<file path="src/rtl/alu_issue_ctrl.sv">
// Issue stage for the 8-bit multi-cycle ALU: request FIFO, begin/end sequencing, response hold.
// Optional watchdog on the ALU wait is enabled by defining ALU_ISSUE_TIMEOUT_EN.
module alu_issue_ctrl #(
  parameter int unsigned FIFO_DEPTH     = 4,
  parameter int unsigned TIMEOUT_CYCLES = 64
) (
  input  logic                         clk,
  input  logic                         reset,
  input  logic                         req_valid,
  output logic                         req_ready,
  input  logic [1:0]                   req_op,
  input  logic [7:0]                   req_x,
  input  logic [7:0]                   req_y,
  input  logic [7:0]                   req_a,
  output logic [7:0]                   alu_x,
  output logic [7:0]                   alu_y,
  output logic [7:0]                   alu_a_divide,
  output logic [1:0]                   alu_op,
  output logic                         alu_begin,
  input  logic                         alu_end,
  input  logic [15:0]                  alu_out,
  output logic                         rsp_valid,
  input  logic                         rsp_ready,
  output logic [15:0]                  rsp_data,
  output logic [1:0]                   rsp_op,
  output logic                         rsp_err,
  output logic                         busy,
  output logic [$clog2(FIFO_DEPTH):0]  fifo_count
);

  localparam int unsigned AW = $clog2(FIFO_DEPTH);
  localparam int unsigned CW = AW + 1;

  if (FIFO_DEPTH < 2 || (FIFO_DEPTH & (FIFO_DEPTH - 1)) != 0 || TIMEOUT_CYCLES < 2) begin : g_bad_params
    $error("alu_issue_ctrl: FIFO_DEPTH must be a power of 2 >= 2 and TIMEOUT_CYCLES >= 2");
  end

  typedef enum logic [1:0] {S_IDLE, S_ISSUE, S_WAIT, S_HOLD} state_t;

  state_t         state_q, state_d;
  logic [25:0]    mem_q [FIFO_DEPTH];
  logic [AW-1:0]  wr_ptr_q, wr_ptr_d;
  logic [AW-1:0]  rd_ptr_q, rd_ptr_d;
  logic [CW-1:0]  count_q, count_d;
  logic [1:0]     op_q, op_d;
  logic [7:0]     x_q, x_d;
  logic [7:0]     y_q, y_d;
  logic [7:0]     a_q, a_d;
  logic [15:0]    rsp_data_q, rsp_data_d;
  logic [1:0]     rsp_op_q, rsp_op_d;
  logic           full, empty, push, pop;

  assign full  = (count_q == CW'(FIFO_DEPTH));
  assign empty = (count_q == '0);
  assign push  = req_valid && !full;

  always_ff @(posedge clk) begin
    if (push) begin
      mem_q[wr_ptr_q] <= {req_op, req_x, req_y, req_a};
    end
  end

  always_comb begin
    wr_ptr_d = wr_ptr_q;
    rd_ptr_d = rd_ptr_q;
    count_d  = count_q;
    if (push) wr_ptr_d = wr_ptr_q + AW'(1);
    if (pop)  rd_ptr_d = rd_ptr_q + AW'(1);
    case ({push, pop})
      2'b10:   count_d = count_q + CW'(1);
      2'b01:   count_d = count_q - CW'(1);
      default: count_d = count_q;
    endcase
  end

`ifdef ALU_ISSUE_TIMEOUT_EN
  localparam int unsigned TW = $clog2(TIMEOUT_CYCLES) + 1;
  logic [TW-1:0] tmo_cnt_q, tmo_cnt_d;
  logic          rsp_err_q, rsp_err_d;
`endif

  always_comb begin
    state_d    = state_q;
    pop        = 1'b0;
    op_d       = op_q;
    x_d        = x_q;
    y_d        = y_q;
    a_d        = a_q;
    rsp_data_d = rsp_data_q;
    rsp_op_d   = rsp_op_q;
`ifdef ALU_ISSUE_TIMEOUT_EN
    tmo_cnt_d  = tmo_cnt_q;
    rsp_err_d  = rsp_err_q;
`endif
    case (state_q)
      S_IDLE: begin
        if (!empty) begin
          pop                    = 1'b1;
          {op_d, x_d, y_d, a_d}  = mem_q[rd_ptr_q];
          state_d                = S_ISSUE;
        end
      end
      S_ISSUE: begin
        state_d = S_WAIT;
`ifdef ALU_ISSUE_TIMEOUT_EN
        tmo_cnt_d = '0;
`endif
      end
      S_WAIT: begin
        // A real completion takes priority over the watchdog on the limit cycle.
        if (alu_end) begin
          rsp_data_d = alu_out;
          rsp_op_d   = op_q;
          state_d    = S_HOLD;
`ifdef ALU_ISSUE_TIMEOUT_EN
          rsp_err_d  = 1'b0;
        end else if (tmo_cnt_q == TW'(TIMEOUT_CYCLES - 1)) begin
          rsp_data_d = '1;
          rsp_op_d   = op_q;
          rsp_err_d  = 1'b1;
          state_d    = S_HOLD;
        end else begin
          tmo_cnt_d  = tmo_cnt_q + TW'(1);
`endif
        end
      end
      S_HOLD: begin
        if (rsp_ready) state_d = S_IDLE;
      end
      default: state_d = S_IDLE;
    endcase
  end

  always_ff @(posedge clk or posedge reset) begin
    if (reset) begin
      state_q    <= S_IDLE;
      wr_ptr_q   <= '0;
      rd_ptr_q   <= '0;
      count_q    <= '0;
      op_q       <= '0;
      x_q        <= '0;
      y_q        <= '0;
      a_q        <= '0;
      rsp_data_q <= '0;
      rsp_op_q   <= '0;
`ifdef ALU_ISSUE_TIMEOUT_EN
      tmo_cnt_q  <= '0;
      rsp_err_q  <= 1'b0;
`endif
    end else begin
      state_q    <= state_d;
      wr_ptr_q   <= wr_ptr_d;
      rd_ptr_q   <= rd_ptr_d;
      count_q    <= count_d;
      op_q       <= op_d;
      x_q        <= x_d;
      y_q        <= y_d;
      a_q        <= a_d;
      rsp_data_q <= rsp_data_d;
      rsp_op_q   <= rsp_op_d;
`ifdef ALU_ISSUE_TIMEOUT_EN
      tmo_cnt_q  <= tmo_cnt_d;
      rsp_err_q  <= rsp_err_d;
`endif
    end
  end

`ifdef ALU_ISSUE_TIMEOUT_EN
  assign rsp_err = rsp_err_q;
`else
  assign rsp_err = 1'b0;
`endif

  assign req_ready    = !full;
  assign alu_begin    = (state_q == S_ISSUE);
  assign rsp_valid    = (state_q == S_HOLD);
  assign busy         = (state_q != S_IDLE) || !empty;
  assign fifo_count   = count_q;
  assign alu_x        = x_q;
  assign alu_y        = y_q;
  assign alu_a_divide = a_q;
  assign alu_op       = op_q;
  assign rsp_data     = rsp_data_q;
  assign rsp_op       = rsp_op_q;

endmodule
</file>
<file path="config.mk">
export PLATFORM = sky130hd
export DESIGN_NAME = alu_issue_ctrl
export DESIGN_NICKNAME = d
export VERILOG_FILES = /design/src/rtl/alu_issue_ctrl.sv
export SDC_FILE = /design/constraint.sdc
export NUM_CORES = 1
export LEC_CHECK = 0
export CAP_MARGIN = 10
export CORE_ASPECT_RATIO = 0.7
export CORE_MARGIN = 5
export CORE_UTILIZATION = 35
export CTS_CLUSTER_DIAMETER = 200
export DETAILED_ROUTE_END_ITERATION = 10
export GPL_TIMING_DRIVEN = 0
export HOLD_SLACK_MARGIN = 0.08
export SLEW_MARGIN = 0
export SYNTH_ARGS = -nofsm -noshare
export SYNTH_HDL_FRONTEND = slang
export SYNTH_SLANG_ARGS = --single-unit
</file>
<file path="constraint.sdc">
create_clock -name clk -period 2.6 [get_ports clk]
set_input_delay 0.52 -clock clk [delete_from_list [all_inputs] [get_ports clk]]
set_output_delay 0.52 -clock clk [all_outputs]
set_load 0.03 [all_outputs]
</file>
[Word-level counts from Yosys, hierarchy flattened]
Memory sizes are Yosys's and may differ from the RTL's. A register that Yosys moved wholly into a read port is not among the register bits.
Cells that the tools add are included.
Cells by class
  add/sub/neg operators: 4
  equal/unequal tests: 9
  mux-type cells: 9
  bitwise operators: 1
  reduce and logical (&&, ||, !) cells: 11
Operator list (number)
  2-bit one-hot mux with 4 select lines: 1
  2-bit equality test, second input constant: 3
  2-bit two-way mux: 3
  3-bit one-hot mux with 2 select lines: 1
  2-bit by 1-bit adder with 2-bit output, second input constant: 2
  2-bit by 1-bit equality test with 1-bit output, second input constant: 2
  1-bit two-way mux: 4
  2-bit != test, second input constant: 2
  2-bit AND reduction: 2
  2-bit nonzero test: 2
  3-bit by 1-bit adder with 3-bit output, second input constant: 1
  3-bit equality test, second input constant: 1
  3-bit logical NOT: 1
  3-bit AND reduction: 1
  3-bit by 1-bit subtractor with 3-bit output, second input constant: 1
  1-bit logical NOT: 2
  2-bit logical NOT: 1
  2-bit by 1-bit != test with 1-bit output, second input constant: 1
  1-bit logical AND: 1
  1-bit logical OR: 1
  1-bit NOT: 1
Storage, ports and cells
  register bits: 27
  bits in writable memories: 104
  logic and storage cells: 41
  memories: 1
Memories
  mem_q: words 4, bits a word 26, rd ports 1, clocked after memory_dff 1, write ports 1, RTL line 41  | logic [25:0] mem_q [FIFO_DEPTH];

[Depth between registers and ports, before layout]
Gate-level depths: netlist (run 1).
  word-level depth: 5
  mapped depth: 10
  mapped depth without buffers: 9

[Worst setup path before layout (run 1)]
OpenSTA, ideal clock, no wires.
  path kind: register to register
  start: register count_q[0], in the netlist fifo_count[0]
  end: register count_q[2], in the netlist fifo_count[2]
  library setup time: 140 ps
  arrival time: 2266 ps
  data required time: 2460 ps
  setup slack: 194 ps
  cell stages (with the launch flop): 9
  period minus slack after synthesis: 2406 ps
  cell sequence: dfrtp_1 > o31ai_4 > inv_4 > buf_6 > ha_1 > fa_1 > xnor2_1 > nor2_1 > xor2_1
On the way
  cells in the longest elaborated chain, start to end: 5
  elaborated cells between the ends (all ways): 12
  those cells by class: add/sub (2); eq/ne (3); mux (3); reduce/logical (4)
Ends and longest elaborated chain
  start: declaration: RTL line 44  | logic [CW-1:0] count_q, count_d;
  start signal: assignment: RTL line 154  | count_q <= count_d;
  3-bit logical NOT (*): RTL line 54  | assign empty = (count_q == '0);
  1-bit two-way mux (*): RTL line 97  | if (!empty) begin
  1-bit two-way mux (*): RTL line 95  | case (state_q)
  net pop: RTL line 51  | logic full, empty, push, pop;
  2-bit by 1-bit equality test with 1-bit output / 2-bit equality test (equally long branches): RTL line 69  | case ({push, pop})
  3-bit one-hot mux with 2 select lines / 2-bit nonzero test (equally long branches)
Mark *: on every way through the listed nets, which the timed path passes. The rest lies on a longest branch.
A chain may end at the register's enable or synchronous reset.

[Worst setup path after layout (run 1)]
  start: register count_q[0], in the netlist fifo_count[0]
  end: output port busy
On the way
  cells in the longest elaborated chain, start to end: 3
Ends and longest elaborated chain
  3-bit logical NOT: RTL line 54
  1-bit logical NOT: RTL line 177  | assign busy = (state_q != S_IDLE) || !empty;
  1-bit logical OR: RTL line 177
  end: declaration: RTL line 27  | output logic busy,
No other way between the ends.

==> results of run 1 <==
[final cells by class]
| type | count | area share |
|---|---|---|
| buffer | 13 | 0.0149 |
| clock buffer | 20 | 0.0552 |
| clock inverter | 12 | 0.0111 |
| inverter | 8 | 0.00411 |
| multi-input combinational | 158 | 0.188 |
| sequential | 157 | 0.562 |
| tap | 231 | 0.0365 |
| timing repair buffer | 99 | 0.127 |
[power by group]
part | switching, mW | internal (mW) | total, mW | leakage [nW]
Combinational | 2.15 | 1.72 | 3.86 | 1.20
Sequential | 0.317 | 3.47 | 3.78 | 1.59
Clock | 0.990 | 1.23 | 2.22 | 0.255
Total | 3.45 | 6.41 | 9.86 | 3.05
[what timing repair did]
item,4_1_cts,5_1_grt
gates resized for setup,0,1
setup endpoints to repair,2,1
gates cloned,0,0
buffers inserted,1,0
pin swaps,1,0
hold buffers,0,0
[flip-flops by register name, summed over array words and instances (netlist names)]
signal,flops
fifo_count,3
rsp_data,16
mem_q,104
alu_y,8
rsp_op,2
rd_ptr_q,2
wr_ptr_q,2
state_q,2
alu_op,2
alu_x,8
alu_a_divide,8
[critical path, stage by stage, from the launching register on]
cell and delay, ps:
dfrtp_1 470, nor3_1 340, nand2_1 90, clkdlybuf4s50_1 610
[cell usage after synthesis, types with 2 or more instances]
cell and count:
and3_1 4, buf_2 4, buf_6 8, dfrtp_1 53, edfxtp_1 104, ha_1 10
inv_1 7, mux2_2 20, mux4_1 16, mux4_2 10, nand2_1 81, nor2_1 2
xnor2_1 5
[per-layer routing]
layer,routed length (µm),GRT usage,part of all wire,up-vias
met2,5630,0.191,0.46,96
met5,0,0,0,-
li1,-,-,-,1488
met3,712,0.0428,0.058,7
met1,5840,0.180,0.48,1583
met4,55,0.0395,0.0045,0
[worst paths after layout]
kind | from | end | cells past startpoint
max in group asynchronous | reset | alu_y[5] | 3
min in group asynchronous | reset | rsp_data[1] | 2
setup / recovery | fifo_count[0] | busy | 3
hold reg to reg | alu_x[2] | alu_x[2] | 2
setup reg to reg | fifo_count[1] | fifo_count[2] | 8
hold / removal | alu_x[2] | alu_x[2] | 2
[cell families (layout without fill, tap and decap cells)]
family / after synthesis / in the layout / synth area share
AOI/OAI and AO/OA: 2 / 2 / 0.00514
xor gates and xnor gates: 6 / 6 / 0.00863
adders and majority gates: 11 / 11 / 0.0238
buffers and inverters: 21 / 152 / 0.0247
DFF: 157 / 157 / 0.731
muxes: 48 / 48 / 0.147
other: 1 / 1 / 0.000616
and+or+nand+nor: 90 / 90 / 0.0594
[per-stage QoR]
step / utilization / hold WS, ps / power (mW)
finish: 0.462 / 478 / 9.86
global placement: 0.429 / 460 / 7.68
CTS: 0.462 / 480 / 10.0
detailed placement: 0.431 / 462 / 7.78
floorplan: - / 496 / 6.30
global route: 0.462 / 499 / 10.5
==> results.json, run 1 <==
{
  "status": "finished clean",
  "rows": 40,
  "yosys.area.top_type_share": 0.513,
  "cts.clk_slew.worst_paths_ps": 60,
  "dp_slack_ps": -147,
  "skew_ps": 15.3,
  "via_per_inst": 4.55,
  "p_per_area_nw_per_um2": 1250,
  "initial_utilization": 0.356,
  "grt_pass1_vias": 3436,
  "max_slew_margin": 0.439,
  "ys_seq_area_frac": 0.731,
  "async_flop_share": 0.338,
  "synth_area_leaders": "edfxtp_1, dfrtp_1, mux4_1, nand2_1, mux2_2",
  "synth_nets": 394,
  "endpoint_kind": "output pin",
  "final_cells": 698,
  "multi_input_area_um2": 1490,
  "h-tree-depth": 4,
  "first_pass_iters": 4,
  "cts_buffers": 17,
  "fin_ws_ps": 156,
  "worst_pin_slew_ps": 840,
  "cts_tree": "done",
  "drt-initial-drc-count": 164,
  "avgSynthCellArea_um2": 18.1,
  "fin_tns_setup_ps": 0,
  "track_usage": 0.128,
  "vias": 3174,
  "dieArea_um2": 20200,
  "drv_cap": 0,
  "gp_congestion": 0.732,
  "layout_common_cells": "edfxtp_1, clkdlybuf4s50_1, nand2_1, dfrtp_1, mux2_2",
  "ys_seq_elements": 157,
  "wl_per_cell_um": 17.5,
  "hold_viol": 0,
  "grt_max_degree": 36,
  "synthFlopType": "edfxtp_1",
  "start_kind": "flip-flop",
  "dp_hpwl_um": 7950,
  "setup_viol": 0,
  "synthCells": 336,
  "antenna_found_initial": 0,
  "critPathMaxFanout": 6,
  "grt_overflow": 0,
  "crit_type": "reg2out",
  "place_area_um2": 7380,
  "leakagePower_nw": 3.05,
  "synth_edf_count": 104,
  "synth_top_cell_by_area": "edfxtp_1",
  "core-area_um2": 17100,
  "clock_latency_ps": 420,
  "die_w_um": 168,
  "final_area_um2": 7910,
  "worstPathRequired_ps": 2080,
  "clock-sinks": 157,
  "drt_wl_total_um": 12200,
  "ir_drop_mv": 0.519,
  "hold_path_class": "reg2reg",
  "syn_area_um2": 6090,
  "period_minus_slack_ps": 2440,
  "drive_gt1_frac": 0.176,
  "yosysUniqueCellTypes": 25,
  "antenna_left": 0,
  "nFillCells": 1504,
  "report.final.slew_viol_count": 0,
  "cts_max_path_buffers": 2,
  "numPlacedInstances": 665,
  "seq_area_um2": 4450,
  "rsz0062_at_grt": "false",
  "dieHeight_um": 120,
  "syn_to_final_growth_pct": 30.0,
  "grt_pass1_wl_um": 19500,
  "yosysWarnings": 0,
  "diodes": 0,
  "port_buffers": 97,
  "drc": 0,
  "fin_nets": 512,
  "num_io_pins": 99,
  "max_freq_mhz": 409,
  "critical_path_arrival_ps": 1920,
  "fin_crit_sh": 0.940,
  "ff2ff_setup_slack_ps": 330,
  "final_common_cell": "edfxtp_1",
  "clockRootBuffer": "clkbuf_16"
}
Power figures use the tool's default switching activity.
==> run 2: changes to the inputs <==
--- a/config.mk
+++ b/config.mk
@@ -6,6 +6,8 @@
 export NUM_CORES = 1
 export LEC_CHECK = 0
 export CAP_MARGIN = 10
+export CELL_PAD_IN_SITES_DETAIL_PLACEMENT = 0
+export CELL_PAD_IN_SITES_GLOBAL_PLACEMENT = 1
 export CORE_ASPECT_RATIO = 0.7
 export CORE_MARGIN = 5
 export CORE_UTILIZATION = 35
@@ -13,6 +15,7 @@
 export DETAILED_ROUTE_END_ITERATION = 10
 export GPL_TIMING_DRIVEN = 0
 export HOLD_SLACK_MARGIN = 0.08
+export PLACE_DENSITY_LB_ADDON = 0.1
 export SLEW_MARGIN = 0
 export SYNTH_ARGS = -nofsm -noshare
 export SYNTH_HDL_FRONTEND = slang
==> constraint.sdc (replaced) <==
create_clock -name clk -period 2.4 [get_ports clk]
set_input_delay 0.48 -clock clk [delete_from_list [all_inputs] [get_ports clk]]
set_output_delay 0.48 -clock clk [all_outputs]
set_load 0.03 [all_outputs]
==> results.json, run 2 (synthesis gave the netlist of run 1 again) <==
{
  "period_minus_slack_ps": 2300,
  "grt_max_degree": 30,
  "grt_pass1_vias": 3378,
  "hold_path_class": "in2async",
  "top_layer_used": "met4",
  "fin_nets": 513,
  "wl_per_cell_um": 17.7,
  "vias": 3187,
  "track_usage": 0.131,
  "dieHeight_um": 120,
  "top_register": "mem_q",
  "status": "finished clean",
  "multi_input_area_um2": 1490,
  "layout_common_cells": "edfxtp_1, clkdlybuf4s50_1, nand2_1, dfrtp_1, mux2_2",
  "rows": 40,
  "dp_slack_ps": -346,
  "clock-sinks": 157,
  "leakagePower_nw": 3.11,
  "cts_tree": "done",
  "ir_drop_mv": 0.521,
  "wl_met3_um": 819,
  "critPathMaxFanout": 10,
  "max_freq_mhz": 434,
  "setup_viol": 0,
  "cts.clk_slew.worst_paths_ps": 60,
  "core-area_um2": 17100,
  "grt_pass1_wl_um": 19600,
  "clockRootBuffer": "clkbuf_16",
  "report.final.slew_viol_count": 0,
  "timing.rr.start": "state_q[1]",
  "drt-initial-drc-count": 185,
  "power_mw": 11.3,
  "rsz0062_at_grt": "false",
  "drc": 0,
  "wl_met1_um": 5810,
  "drive_gt1_frac": 0.184,
  "r2r_cells": 9,
  "worst_pin_slew_ps": 768,
  "first_pass_iters": 4,
  "critical_path_arrival_ps": 2600,
  "start_kind": "flip-flop",
  "fin_ws_ps": 96.5,
  "final_common_cell": "edfxtp_1",
  "wl_met2_um": 5580,
  "port_buffers": 97,
  "clock_latency_ps": 420,
  "syn_to_final_growth_pct": 32.1,
  "num_io_pins": 99,
  "h-tree-depth": 4,
  "fin_tns_setup_ps": 0,
  "grt_overflow": 0,
  "seq_area_um2": 4450,
  "dp_hpwl_um": 7850,
  "max_slew_margin": 0.488,
  "diodes": 0,
  "ff2ff_setup_slack_ps": 100,
  "die_w_um": 168,
  "skew_ps": 11.0,
  "reg2reg_to": "fifo_count[1]",
  "initial_utilization": 0.356,
  "crit_type": "reg2reg",
  "nFillCells": 1509,
  "fin_crit_sh": 0.960,
  "largest_reg_flops": 104,
  "drt_wl_total_um": 12300,
  "worstPathRequired_ps": 2700,
  "endpoint_kind": "flip-flop",
  "final_util": 0.470,
  "p_per_area_nw_per_um2": 1400,
  "antenna_left": 0,
  "cts_max_path_buffers": 2,
  "cts_buffers": 17,
  "antenna_found_initial": 0,
  "drv_cap": 0,
  "gp_congestion": 0.701,
  "dieArea_um2": 20200,
  "hold_viol": 0,
  "critPathLaunch": "state_q[1]",
  "via_per_inst": 4.56
}
==> run 2: cell types whose count changed in the layout (fill, tap and decap cells not counted), sizes merged <==
cell           delta
buf               +1
bufinv            +5
clkdlybuf4s50     -1
clkinv            -4
clkinvlp          -2
dlygate4sd2       +2
dlymetal6s2s      -1
inv               +1
==> run 2: worst max-delay path by stage <==
stage	depth (start not counted)	end	slack, ps
after CTS	9	fifo_count[1]	30
after detailed placement	8	fifo_count[2]	-350
after global routing	9	fifo_count[1]	1
after floorplan	8	fifo_count[2]	30
final	9	fifo_count[1]	100
after global placement	2	alu_a_divide[1]	-690
==> run 2: routing by layer <==
layer	vias up	GRT usage
met5	-	0
met1	1593	0.183
met3	9	0.0464
met2	98	0.194
li1	1487	-
met4	0	0.0395
==> run 2: power by group <==
| group | switching (mW) | internal [mW] | total, mW | leakage [nW] |
|---|---|---|---|---|
| clock | 1.08 | 1.89 | 2.96 | 0.320 |
| sequential | 0.357 | 3.76 | 4.11 | 1.59 |
| combinational | 2.32 | 1.87 | 4.19 | 1.20 |
| total | 3.75 | 7.52 | 11.3 | 3.11 |
==> run 2: per-stage QoR <==
step	hold WS [ps]	std cells	area (µm²)
after floorplan	496	336	6090
after global placement	457	664	7350
after detailed placement	463	665	7370
after CTS	459	699	8030
after global routing	497	699	8040
final	467	699	8040
==> run 2: repair_timing <==
item / CTS / global route
hold buffers: 0 / 0
buffers inserted: 2 / 0
setup endpoints to repair: 4 / 2
resized for setup: 2 / 3
pin swaps: 1 / 0
==> run 2: area by class of cell <==
class / count / area share
multi-input combinational: 158 / 0.186
buffer: 13 / 0.0151
clock buffer: 20 / 0.0556
sequential: 157 / 0.553
clock inverter: 12 / 0.0254
inverter: 8 / 0.00405
tap: 231 / 0.0359
timing repair buffer: 100 / 0.125
==> run 2: critical path, cell delays in order (launching register included) <==
cell and delay (ps):
dfrtp_1 410, inv_1 130, ha_2 240, o31ai_4 70
buf_4 170, inv_4 130, buf_8 160, ha_1 200
fa_1 410, mux2_2 260
